### config.mk
export PLATFORM = sky130hd
export DESIGN_NAME = product_accumulator_flat
export DESIGN_NICKNAME = d
export VERILOG_FILES = /design/src/rtl/product_accumulator_if.sv /design/src/rtl/product_accumulator.sv /design/src/flat_wrapper.sv
export SDC_FILE = /design/constraint.sdc
export NUM_CORES = 1
export LEC_CHECK = 0
export ABC_AREA = 1
export BUFFER_PORTS_ARGS = -buffer_cell sky130_fd_sc_hd__buf_2
export CAP_MARGIN = 20
export CORE_MARGIN = 3
export CORE_UTILIZATION = 53
export DETAILED_ROUTE_END_ITERATION = 7
export PLACE_DENSITY = 0.76
export SYNTH_ARGS = -nofsm -noshare
export SYNTH_HDL_FRONTEND = slang
export SYNTH_SLANG_ARGS = --single-unit
### constraint.sdc
create_clock -name clk -period 1.7 [get_ports clk]
set_input_delay 0.34 -clock clk [delete_from_list [all_inputs] [get_ports clk]]
set_output_delay 0.34 -clock clk [all_outputs]
set_load 0.005 [all_outputs]
### src/rtl/product_accumulator_if.sv
// product_accumulator_if
//   Groups the product input port, the control strobes and the byte-serial
//   readout port of product_accumulator.
//
//   Handshake rules (both ports): a transfer happens on a rising clk edge
//   where valid and ready are both 1. A source holds its data and valid
//   stable until the transfer. prod_ready is combinational. out_valid and
//   out_data are registered and do not depend on out_ready in the same cycle.
//
//   Signals
//     prod_in/prod_valid/prod_ready : 8-bit product stream into the block
//     clear, dump                   : level control strobes, sampled each edge
//     out_data/out_valid/out_ready  : byte-serial readout, LSB byte first
//     acc_ovf, prod_count           : status registers
//     state_dbg                     : 1 while the readout FSM is streaming
interface product_accumulator_if #(
  parameter int CNT_W = 8
);
  logic [7:0]       prod_in;
  logic             prod_valid;
  logic             prod_ready;
  logic             clear;
  logic             dump;
  logic [7:0]       out_data;
  logic             out_valid;
  logic             out_ready;
  logic             acc_ovf;
  logic [CNT_W-1:0] prod_count;
  logic             state_dbg;

  modport master (
    output prod_in, prod_valid, clear, dump, out_ready,
    input  prod_ready, out_data, out_valid, acc_ovf, prod_count, state_dbg
  );

  modport slave (
    input  prod_in, prod_valid, clear, dump, out_ready,
    output prod_ready, out_data, out_valid, acc_ovf, prod_count, state_dbg
  );
endinterface

### src/rtl/product_accumulator.sv
// product_accumulator
//   Accumulates a stream of unsigned 8-bit products into an ACC_W-bit
//   accumulator with a sticky overflow flag and a saturating product counter.
//   A dump request snapshots the accumulator and streams it out as ACC_W/8
//   bytes, least significant byte first.
//
//   Ports
//     clk  : rising-edge clock
//     rst  : synchronous active-high reset
//     bus  : product_accumulator_if.slave (product input, clear/dump,
//            readout stream, acc_ovf, prod_count, state_dbg)
//
//   Parameters
//     ACC_W    : accumulator width, multiple of 8, at least 16
//     CNT_W    : product counter width (holds at all-ones)
//     SATURATE : 1 = clamp at all-ones on overflow, 0 = wrap
module product_accumulator #(
  parameter int ACC_W    = 16,
  parameter int CNT_W    = 8,
  parameter bit SATURATE = 1'b1
) (
  input logic                  clk,
  input logic                  rst,
  product_accumulator_if.slave bus
);

  localparam int BEATS = ACC_W / 8;
  localparam int IDX_W = (BEATS > 1) ? $clog2(BEATS) : 1;
  localparam logic [IDX_W-1:0] LAST_IDX = IDX_W'(BEATS - 1);

  typedef enum logic {
    ST_ACC  = 1'b0,
    ST_SEND = 1'b1
  } state_t;

  state_t           state, state_nx;
  logic [ACC_W-1:0] acc, acc_nx;
  logic [ACC_W-1:0] snap, snap_nx;
  logic [CNT_W-1:0] cnt, cnt_nx;
  logic             ovf, ovf_nx;
  logic [IDX_W-1:0] idx, idx_nx;
  logic [IDX_W-1:0] idx_inc;
  logic [7:0]       data_q, data_nx;
  logic             valid_q, valid_nx;
  logic             accept;
  logic [ACC_W:0]   sum;

  // A dump request blocks acceptance in the same cycle so the snapshot is
  // never racing a product being added.
  assign bus.prod_ready = (state == ST_ACC) && !bus.dump && !rst;
  assign accept         = bus.prod_valid && bus.prod_ready;

  // One extra bit catches the carry out for overflow detection.
  assign sum     = {1'b0, acc} + {{(ACC_W - 7){1'b0}}, bus.prod_in};
  assign idx_inc = idx + IDX_W'(1);

  assign bus.out_data   = data_q;
  assign bus.out_valid  = valid_q;
  assign bus.acc_ovf    = ovf;
  assign bus.prod_count = cnt;
  assign bus.state_dbg  = (state == ST_SEND);

  always_ff @(posedge clk) begin
    if (rst) begin
      state   <= ST_ACC;
      acc     <= '0;
      snap    <= '0;
      cnt     <= '0;
      ovf     <= 1'b0;
      idx     <= '0;
      data_q  <= '0;
      valid_q <= 1'b0;
    end else begin
      state   <= state_nx;
      acc     <= acc_nx;
      snap    <= snap_nx;
      cnt     <= cnt_nx;
      ovf     <= ovf_nx;
      idx     <= idx_nx;
      data_q  <= data_nx;
      valid_q <= valid_nx;
    end
  end

  always_comb begin
    state_nx = state;
    acc_nx   = acc;
    snap_nx  = snap;
    cnt_nx   = cnt;
    ovf_nx   = ovf;
    idx_nx   = idx;
    data_nx  = data_q;
    valid_nx = valid_q;

    // Accumulator path. clear wins over the running value; an accept in the
    // clear cycle starts the new run with that product.
    if (bus.clear) begin
      if (accept) begin
        acc_nx = {{(ACC_W - 8){1'b0}}, bus.prod_in};
        cnt_nx = CNT_W'(1);
      end else begin
        acc_nx = '0;
        cnt_nx = '0;
      end
      ovf_nx = 1'b0;
    end else if (accept) begin
      if (sum[ACC_W]) begin
        ovf_nx = 1'b1;
        acc_nx = SATURATE ? {ACC_W{1'b1}} : sum[ACC_W-1:0];
      end else begin
        acc_nx = sum[ACC_W-1:0];
      end
      if (cnt != {CNT_W{1'b1}}) cnt_nx = cnt + CNT_W'(1);
    end

    // Readout FSM. The snapshot uses the current (pre-clear) acc.
    case (state)
      ST_ACC: begin
        if (bus.dump) begin
          snap_nx  = acc;
          idx_nx   = '0;
          data_nx  = acc[7:0];
          valid_nx = 1'b1;
          state_nx = ST_SEND;
        end
      end
      ST_SEND: begin
        if (valid_q && bus.out_ready) begin
          if (idx == LAST_IDX) begin
            valid_nx = 1'b0;
            state_nx = ST_ACC;
          end else begin
            idx_nx  = idx_inc;
            data_nx = snap[{idx_inc, 3'b000} +: 8];
          end
        end
      end
      default: state_nx = ST_ACC;
    endcase
  end

endmodule
### src/flat_wrapper.sv
// flat-port wrapper written by rule: the top's interface ports become plain ports
module product_accumulator_flat 
#(
  parameter int ACC_W    = 16,
  parameter int CNT_W    = 8,
  parameter bit SATURATE = 1'b1
)
  (clk, rst, bus_prod_in, bus_prod_valid, bus_clear, bus_dump, bus_out_ready, bus_prod_ready, bus_out_data, bus_out_valid, bus_acc_ovf, bus_prod_count, bus_state_dbg);
  product_accumulator_if #(.CNT_W(CNT_W)) bus_i ();
  input logic clk;
  input logic rst;
  input wire logic [$bits(bus_i.prod_in)-1:0] bus_prod_in;
  input wire logic [$bits(bus_i.prod_valid)-1:0] bus_prod_valid;
  input wire logic [$bits(bus_i.clear)-1:0] bus_clear;
  input wire logic [$bits(bus_i.dump)-1:0] bus_dump;
  input wire logic [$bits(bus_i.out_ready)-1:0] bus_out_ready;
  output wire logic [$bits(bus_i.prod_ready)-1:0] bus_prod_ready;
  output wire logic [$bits(bus_i.out_data)-1:0] bus_out_data;
  output wire logic [$bits(bus_i.out_valid)-1:0] bus_out_valid;
  output wire logic [$bits(bus_i.acc_ovf)-1:0] bus_acc_ovf;
  output wire logic [$bits(bus_i.prod_count)-1:0] bus_prod_count;
  output wire logic [$bits(bus_i.state_dbg)-1:0] bus_state_dbg;
  assign bus_i.prod_in = bus_prod_in;
  assign bus_i.prod_valid = bus_prod_valid;
  assign bus_i.clear = bus_clear;
  assign bus_i.dump = bus_dump;
  assign bus_i.out_ready = bus_out_ready;
  assign bus_prod_ready = bus_i.prod_ready;
  assign bus_out_data = bus_i.out_data;
  assign bus_out_valid = bus_i.out_valid;
  assign bus_acc_ovf = bus_i.acc_ovf;
  assign bus_prod_count = bus_i.prod_count;
  assign bus_state_dbg = bus_i.state_dbg;
  product_accumulator #(.ACC_W(ACC_W), .CNT_W(CNT_W), .SATURATE(SATURATE)) u_core (.clk(clk), .rst(rst), .bus(bus_i));
endmodule
==> results of run 1 <==
==> flip-flops by register name, indices dropped and copies added (netlist names) <==
| name | flops |
|---|---|
| u_core.acc | 16 |
| u_core.snap | 16 |
| u_core.bus.out_data | 8 |
| u_core.bus.prod_count | 8 |
| u_core.bus.acc_ovf | 1 |
| u_core.bus.out_valid | 1 |
| u_core.bus.state_dbg | 1 |
| u_core.idx | 1 |
==> cell usage after synthesis (2+ instances only) <==
master / number
buf_2: 3
nand3b_1: 2
clkbuf_1: 8
xnor2_1: 4
o211ai_1: 3
inv_2: 3
buf_4: 4
nand4_1: 4
nand2_4: 5
nand2_1: 99
nor2_1: 37
nor3_1: 3
a21oi_1: 49
nor2_4: 2
o21a_1: 3
nand3_1: 28
ha_1: 9
a31oi_1: 10
inv_1: 40
o21ai_2: 2
o21bai_1: 2
dfxtp_1: 52
nand3_2: 2
buf_1: 2
o21ai_0: 37
==> area by class of cell <==
cell class                      count  area (µm²)  area share
Multi-Input combinational cell    313        1860       0.494
Sequential cell                    52        1040       0.278
Timing Repair Buffer               74         505       0.134
Inverter                           44         170      0.0452
Tap cell                           70        87.6      0.0233
Clock buffer                        5        68.8      0.0183
Clock inverter                      3        26.3     0.00698
==> cells by family (layout without fill, tap and decap cells) <==
group | Yosys count | in the layout
adders and majority gates | 10 | 10
buffers and inverters | 62 | 126
and+or+nand+nor | 189 | 190
xor gates and xnor gates | 5 | 5
DFF | 52 | 52
AOI/OAI and AO/OA | 108 | 108
==> worst max-delay path by stage <==
stage	end	slack [ns]	cells past startpoint
CTS	u_core.acc[7]	-0.02	10
finish	u_core.acc[6]	-0.03	10
floorplan	u_core.acc[6]	-0.02	11
global placement	u_core.acc[7]	-0.18	11
global route	u_core.acc[13]	-0.1	12
detailed placement	u_core.acc[7]	-0.22	11
==> per-stage QoR <==
step	hold slack [ns]	setup TNS, ns	instance area, µm²	util	worst slack, ns
floorplan	0.430	-0.0155	2940	-	-0.0155
global placement	0.438	-1.83	3410	0.651	-0.183
detailed placement	0.443	-2.36	3410	0.651	-0.217
CTS	0.343	-0.0354	3550	0.678	-0.0240
global route	0.369	-0.761	3760	0.718	-0.0955
finish	0.352	-0.0844	3760	0.718	-0.0324
==> worst max-delay path: cells and delay by family (launching register included) <==
| kind | cells | cell delay [ns] |
|---|---|---|
| adder cells (fa/ha/maj) | 2 | 0.52 |
| AO/OA/AOI/OAI | 1 | 0.12 |
| XOR/XNOR | 1 | 0.16 |
| flip-flops | 1 | 0.35 |
| AND/OR/NAND/NOR | 6 | 0.47 |
==> where the power goes <==
group	internal (mW)	total, mW	switching [mW]
registers	1.27	1.29	0.0266
clock network	0.301	0.756	0.455
logic	0.180	0.419	0.239
==> layer usage <==
layer  part of all wire  vias to the layer above  global-route usage
li1                   -                     1539                   -
met1               0.42                     1383               0.330
met2               0.48                      146               0.404
met3              0.082                       18              0.0348
met4              0.020                        0              0.0726
met5                  0                        -                   0
==> what timing repair did <==
item,CTS,global route
pin swaps,2,9
setup endpoints to repair,8,19
setup buffers,2,1
resized for setup,6,40
gates cloned,0,1
==> metrics.yaml, run 1 <==
detailed_routing:
  detail_route.first_pass.iterations: 6
  initialDrtViolationCount: 159
  avgRoutedWirePerCell_um: 14.5
  detail_route.drc_violations: 0
  vias: 3086
  vias_per_inst: 5.50
  antenna_left: 0
  routed_wire_length_um: 8160
floorplan:
  die_y_um: 80.4
  design.portCount: 34
  placement_rows: 26
  initial_core_util: 0.560
  die_x_um: 80.4
  floorplan.die_area_um2: 6460
  core_region_area_um2: 5240
synthesis:
  synthDistinctLibCells: 38
  synth.top_cell.area_share: 0.355
  synth_edf_count: 0
  synth_area_um2: 2930
  synthCells: 426
  post_synth_fa_ha_maj_area_fraction: 0.0452
  yosys-mux-area-fraction: 0
  post_synthesis_sequential_area_ratio: 0.355
  synth_area_leaders: "dfxtp_1 (35%), nand2_1 (13%), a21oi_1 (8.4%)"
  synth_top_family_by_area: "simple AND/OR/NAND/NOR gates"
  synth_simple_gate_area_frac: 0.293
  synth_flop_type: "dfxtp_1"
  synth_area_per_cell_um2: 6.88
  synth_compound_gate_area_share: 0.202
  synth_largest_area_cell: "dfxtp_1"
  synth.ff_latch_count: 52
  yosysWarnings: 0
  synth-async-reset-ratio: 0
  post_synthesis_net_count: 450
  synthXorXnorAreaFrac: 0.0149
worst_setup_path:
  cp.arrival_ns: 1.93
  timing.reg2reg.worst_path_depth: 10
  setup.reg_to_reg.worst_slack_ns: -0.03
  critPathKind: "reg2reg"
  critPathMaxStageDelay_ns: 0.36
  reg2reg_to: "u_core.acc[6]"
  worst_setup_path_start_kind: "flop"
  critical_path.cell_chain: "ha_4, fa_2, nand2_4, nand3_2, nand3_2, nand2_4, xnor2_2, nand2_1, a21oi_2, nor2_1"
  worst_setup_path_startpoint: "u_core.acc[0]"
  endpoint_kind: "flop"
  critPathSlowestCell: "fa_2"
  critical_path_required_ns: 1.90
  worstPathMaxFanout: 3
  reg2reg_from: "u_core.acc[0]"
run_status:
  outcome: "finished, violations left"
  violations: "setup timing"
sta:
  fin_crit_ns: 1.73
  min_period_over_period: 1.02
  worst_slew_pin_slew_ns: 0.424
  timing.final.ws_setup_ns: -0.0324
  achievable-frequency_mhz: 577
  timing.slew.headroom: 0.716
  setup-violations-final: 4
  maxSlewViolCount: 0
  layout_skew_ns: 0.00859
  hold_viol_final: 0
  grt_setup_unrepaired: "yes"
job:
  cap_viol_max_count: 0
cells_and_area:
  mostFrequentLayoutCells: "nand2_1 (88), dfxtp_1 (49), a21oi_1 (42), inv_1 (40), buf_4 (37)"
  insertedDiodeCount: 0
  instances_no_fill: 561
  area_delta_synth_final_pct: 28.3
  layout_commonest_cell: "nand2_1"
  drive_above_1_share: 0.287
  fillerInstances: 399
  final_net_count: 514
clock_network:
  tritoncts_buffer_count: 5
  postCtsHoldBufs: 0
  cts_max_path_buffers: 2
  clk_pin_slew_worst_paths_ns: 0.11
  htree_num_levels: 2
  cts_tree: "built"
  clock_tree.root_cell: "clkbuf_8"
  tritoncts_num_sinks: 52
  insertion_delay_ns: 0.30
placement:
  placed_cells: 549
  half_perimeter_wire_length_of_the_detailed_placement_result_um: 5380
  gp_congestion: 0.925
  numPortBuffers: 33
global_routing:
  pin_count_of_the_biggest_net_entering_global_routing: 26
  global_router_s_overall_resource_usage: 0.245
  grt_remaining_overflow: 0
  grt_pass1_vias: 2805
  wire_length_of_the_first_global_routing_pass_um: 12600
  grt_antenna_before_repair: 0
hold_path:
  worst_hold_path_type: "in2reg"
  worst_hold_path_cell_count: 3
  timing.hold.worst.start: "bus_prod_in[0]"
  whs_endpoint: "u_core.acc[0]"
power_and_ir_drop:
  max-vdd-ir-drop_uv: 471
  leakagePower_nw: 1.61
  power_density_nw_per_um2: 656
  power_mw: 2.47
Power figures use the tool's default switching activity.
==> run 2: changes to the inputs <==
--- a/config.mk
+++ b/config.mk
@@ -8,6 +8,7 @@
 export ABC_AREA = 1
 export BUFFER_PORTS_ARGS = -buffer_cell sky130_fd_sc_hd__buf_2
 export CAP_MARGIN = 20
+export CORE_ASPECT_RATIO = 0.7
 export CORE_MARGIN = 3
 export CORE_UTILIZATION = 53
 export DETAILED_ROUTE_END_ITERATION = 7
==> run 2 against run 1 <==
The flow still finishes with violations (setup timing). Register-to-register slack got worse by 0.03 ns. Critical path depth did not move. Utilization rose by 3.6 points. Final cell count fell by 0.53%. Via count rose by 3.0%. Total power rose by 11%. Die area rose by 0.21%. Critical endpoint unchanged. Largest cell class unchanged.
==> metrics.yaml, run 2 (same netlist as run 1, synthesis figures left out) <==
run_status:
  outcome: "finished, violations left"  # unchanged
  violations: "setup timing"  # unchanged
hold_path:
  timing.hold.worst.start: "bus_prod_in[3]"  # was bus_prod_in[0]
  worst_hold_path_cell_count: 3  # unchanged
  worst_hold_path_type: "in2reg"  # unchanged
  whs_endpoint: "u_core.acc[3]"  # was u_core.acc[0]
floorplan:
  die_y_um: 68.2  # was 80.4 µm
  initial_core_util: 0.581  # was 0.560
  placement_rows: 21  # was 26
  die_x_um: 94.9  # was 80.4 µm
  core_region_area_um2: 5040  # was 5240 µm²
  floorplan.die_area_um2: 6480  # was 6460 µm²
  design.portCount: 34  # unchanged
sta:
  min_period_over_period: 1.03  # was 1.02
  worst_slew_pin_slew_ns: 0.449  # was 0.424 ns
  hold_viol_final: 0  # unchanged
  maxSlewViolCount: 0  # unchanged
  timing.final.ws_setup_ns: -0.0587  # was -0.0324 ns
  setup-violations-final: 6  # was 4
  achievable-frequency_mhz: 569  # was 577 MHz
  timing.slew.headroom: 0.699  # was 0.716
  layout_skew_ns: 0.00886  # was 0.00859 ns
  fin_crit_ns: 1.76  # was 1.73 ns
  grt_setup_unrepaired: "yes"  # unchanged
power_and_ir_drop:
  leakagePower_nw: 1.63  # was 1.61 nW
  sequentialPowerShare: 0.474  # was 0.524
  power.switching_fraction: 0.258  # was 0.292
  p_int_mw: 2.03  # was 1.75 mW
  max-vdd-ir-drop_uv: 429  # was 471 µV
  power_density_nw_per_um2: 717  # was 656 nW/µm²
  clock_share_of_power: 0.368  # was 0.306
  power.combinational.fraction: 0.158  # was 0.170
  switching_power_mw: 0.705  # was 0.721 mW
placement:
  post-place-ws_ns: -0.244  # was -0.217 ns
  placedInstanceArea_um2: 3400  # was 3410 µm²
  gp_congestion: 0.974  # was 0.925
  numPortBuffers: 33  # unchanged
  half_perimeter_wire_length_of_the_detailed_placement_result_um: 5880  # was 5380 µm
cells_and_area:
  top_regs: "u_core.acc (16), u_core.snap (16)"  # unchanged
  mostFrequentLayoutCells: "nand2_1 (94), dfxtp_1 (48), a21oi_1 (45), inv_1 (40), nor2_1 (36)"  # was nand2_1 (88), dfxtp_1 (49), a21oi_1 (42), inv_1 (40), buf_4 (37)
  layout.core_utilization: 0.754  # was 0.718
  area_delta_synth_final_pct: 29.8  # was 28.3%
  final_design_area_no_fill_um2: 3810  # was 3760 µm²
  layout_commonest_cell: "nand2_1"  # unchanged
  insertedDiodeCount: 0  # unchanged
  drive_above_1_share: 0.276  # was 0.287
  final_net_count: 513  # was 514
worst_setup_path:
  critical_path.cell_chain: "ha_4, fa_2, nand2_4, nand3_2, nand3_2, nand2_4, xnor2_2, nand2_1, a21oi_1, nor2_1"  # was ha_4, fa_2, nand2_4, nand3_2, nand3_2, nand2_4, xnor2_2, nand2_1, a21oi_2, nor2_1
  setup.reg_to_reg.worst_slack_ns: -0.06  # was -0.03 ns
  endpoint_kind: "flop"  # unchanged
  worstPathMaxFanout: 3  # unchanged
  reg2reg_to: "u_core.acc[6]"  # unchanged
  critPathKind: "reg2reg"  # unchanged
  worst_setup_path_start_kind: "flop"  # unchanged
  cp.arrival_ns: 1.97  # was 1.93 ns
  critical_path_required_ns: 1.91  # was 1.90 ns
  critPathMaxStageDelay_ns: 0.36  # about the same
  timing.reg2reg.worst_path_depth: 10  # unchanged
  reg2reg_from: "u_core.acc[0]"  # unchanged
  critPathSlowestCell: "fa_2"  # unchanged
clock_network:
  tritoncts_buffer_count: 5  # unchanged
  tritoncts_num_sinks: 52  # unchanged
  clock_tree.root_cell: "clkbuf_8"  # unchanged
  insertion_delay_ns: 0.31  # was 0.30 ns
  clk_pin_slew_worst_paths_ns: 0.10  # was 0.11 ns
  cts_max_path_buffers: 2  # unchanged
  htree_num_levels: 2  # unchanged
  cts_tree: "built"  # unchanged
  postCtsHoldBufs: 0  # unchanged
global_routing:
  grt_pass1_vias: 2698  # was 2805
  pin_count_of_the_biggest_net_entering_global_routing: 26  # unchanged
  grt_remaining_overflow: 0  # unchanged
  grt_antenna_before_repair: 0  # unchanged
  wire_length_of_the_first_global_routing_pass_um: 13100  # was 12600 µm
  global_router_s_overall_resource_usage: 0.264  # was 0.245
detailed_routing:
  antenna_left: 0  # unchanged
  vias: 3178  # was 3086
  avgRoutedWirePerCell_um: 16.0  # was 14.5 µm
  vias_per_inst: 5.70  # was 5.50
  detail_route.drc_violations: 0  # unchanged
  initialDrtViolationCount: 285  # was 159
  detail_route.first_pass.iterations: 6  # unchanged
  routed_wire_length_um: 8950  # was 8160 µm
job:
  cap_viol_max_count: 0  # unchanged
[run 2: cell types whose count changed in the layout (fill, tap and decap cells not counted), moves of 2 or more]
cell / previous run / this run
clkinvlp_4: 2 / 0
buf_4: 37 / 34
nand2_2: 8 / 3
a21oi_2: 7 / 4
a21oi_1: 42 / 45
nand2_1: 88 / 94
bufinv_16: 0 / 2
[run 2: stage by stage]
stage          cells   TNS, ns  hold WS, ns  power, mW
2_1_floorplan    426   -0.0155        0.430       1.54
3_3_place_gp     545     -1.75        0.438       1.69
3_5_place_dp     545     -2.44        0.443       1.70
4_1_cts          554  -0.00348        0.344       2.69
5_1_grt          558     -1.62        0.366       2.84
6_report         558    -0.243        0.367       2.73
[run 2: worst max-delay path by stage]
stage / from / to / slack, ns / depth (start not counted)
global placement: bus_prod_in[0] / u_core.acc[7] / -0.17 / 11
CTS: u_core.acc[0] / u_core.acc[7] / -0.002 / 10
detailed placement: bus_prod_in[0] / u_core.acc[7] / -0.24 / 11
floorplan: bus_prod_in[0] / u_core.acc[6] / -0.02 / 11
global route: u_core.acc[3] / u_core.acc[12] / -0.16 / 9
finish: u_core.acc[0] / u_core.acc[6] / -0.06 / 10
[run 2: repair_timing]
action | CTS | global route
pin swaps | 2 | 8
gates cloned | 1 | 0
endpoints found under the setup margin | 8 | 22
gates resized for setup | 16 | 28
setup buffers | 1 | 4
[run 2: layout make-up]
class / count / area (µm²)
clock buffer: 5 / 68.8
clock inverter: 2 / 60.1
fill: 377 / 1240
inverter: 44 / 170
multi-input combinational: 313 / 1860
sequential: 52 / 1050
tap: 69 / 86.3
timing repair buffer: 73 / 514
[run 2: critical path, delay by kind of cell, from the launching register on]
family,cells,cell delay (ns)
fa+ha+maj,2,0.52
simple gates,6,0.47
flops,1,0.34
compound gates,1,0.17
xor+xnor,1,0.16
[run 2: power groups by stage]
stage	sequential, mW	combinational [mW]	clock (mW)
after CTS	1.29	0.391	1.00
after global placement	1.32	0.368	0
after global routing	1.30	0.472	1.07
final	1.29	0.431	1.00
after floorplan	1.32	0.224	0
after detailed placement	1.32	0.378	0
[run 2: layer usage]
metal,part of all wire,wire length [µm],vias up,track usage
li1,-,-,1534,-
met1,0.44,3980,1456,0.375
met2,0.44,3970,159,0.401
met3,0.084,756,29,0.0538
met4,0.028,248,0,0.0881
met5,0,0,-,0
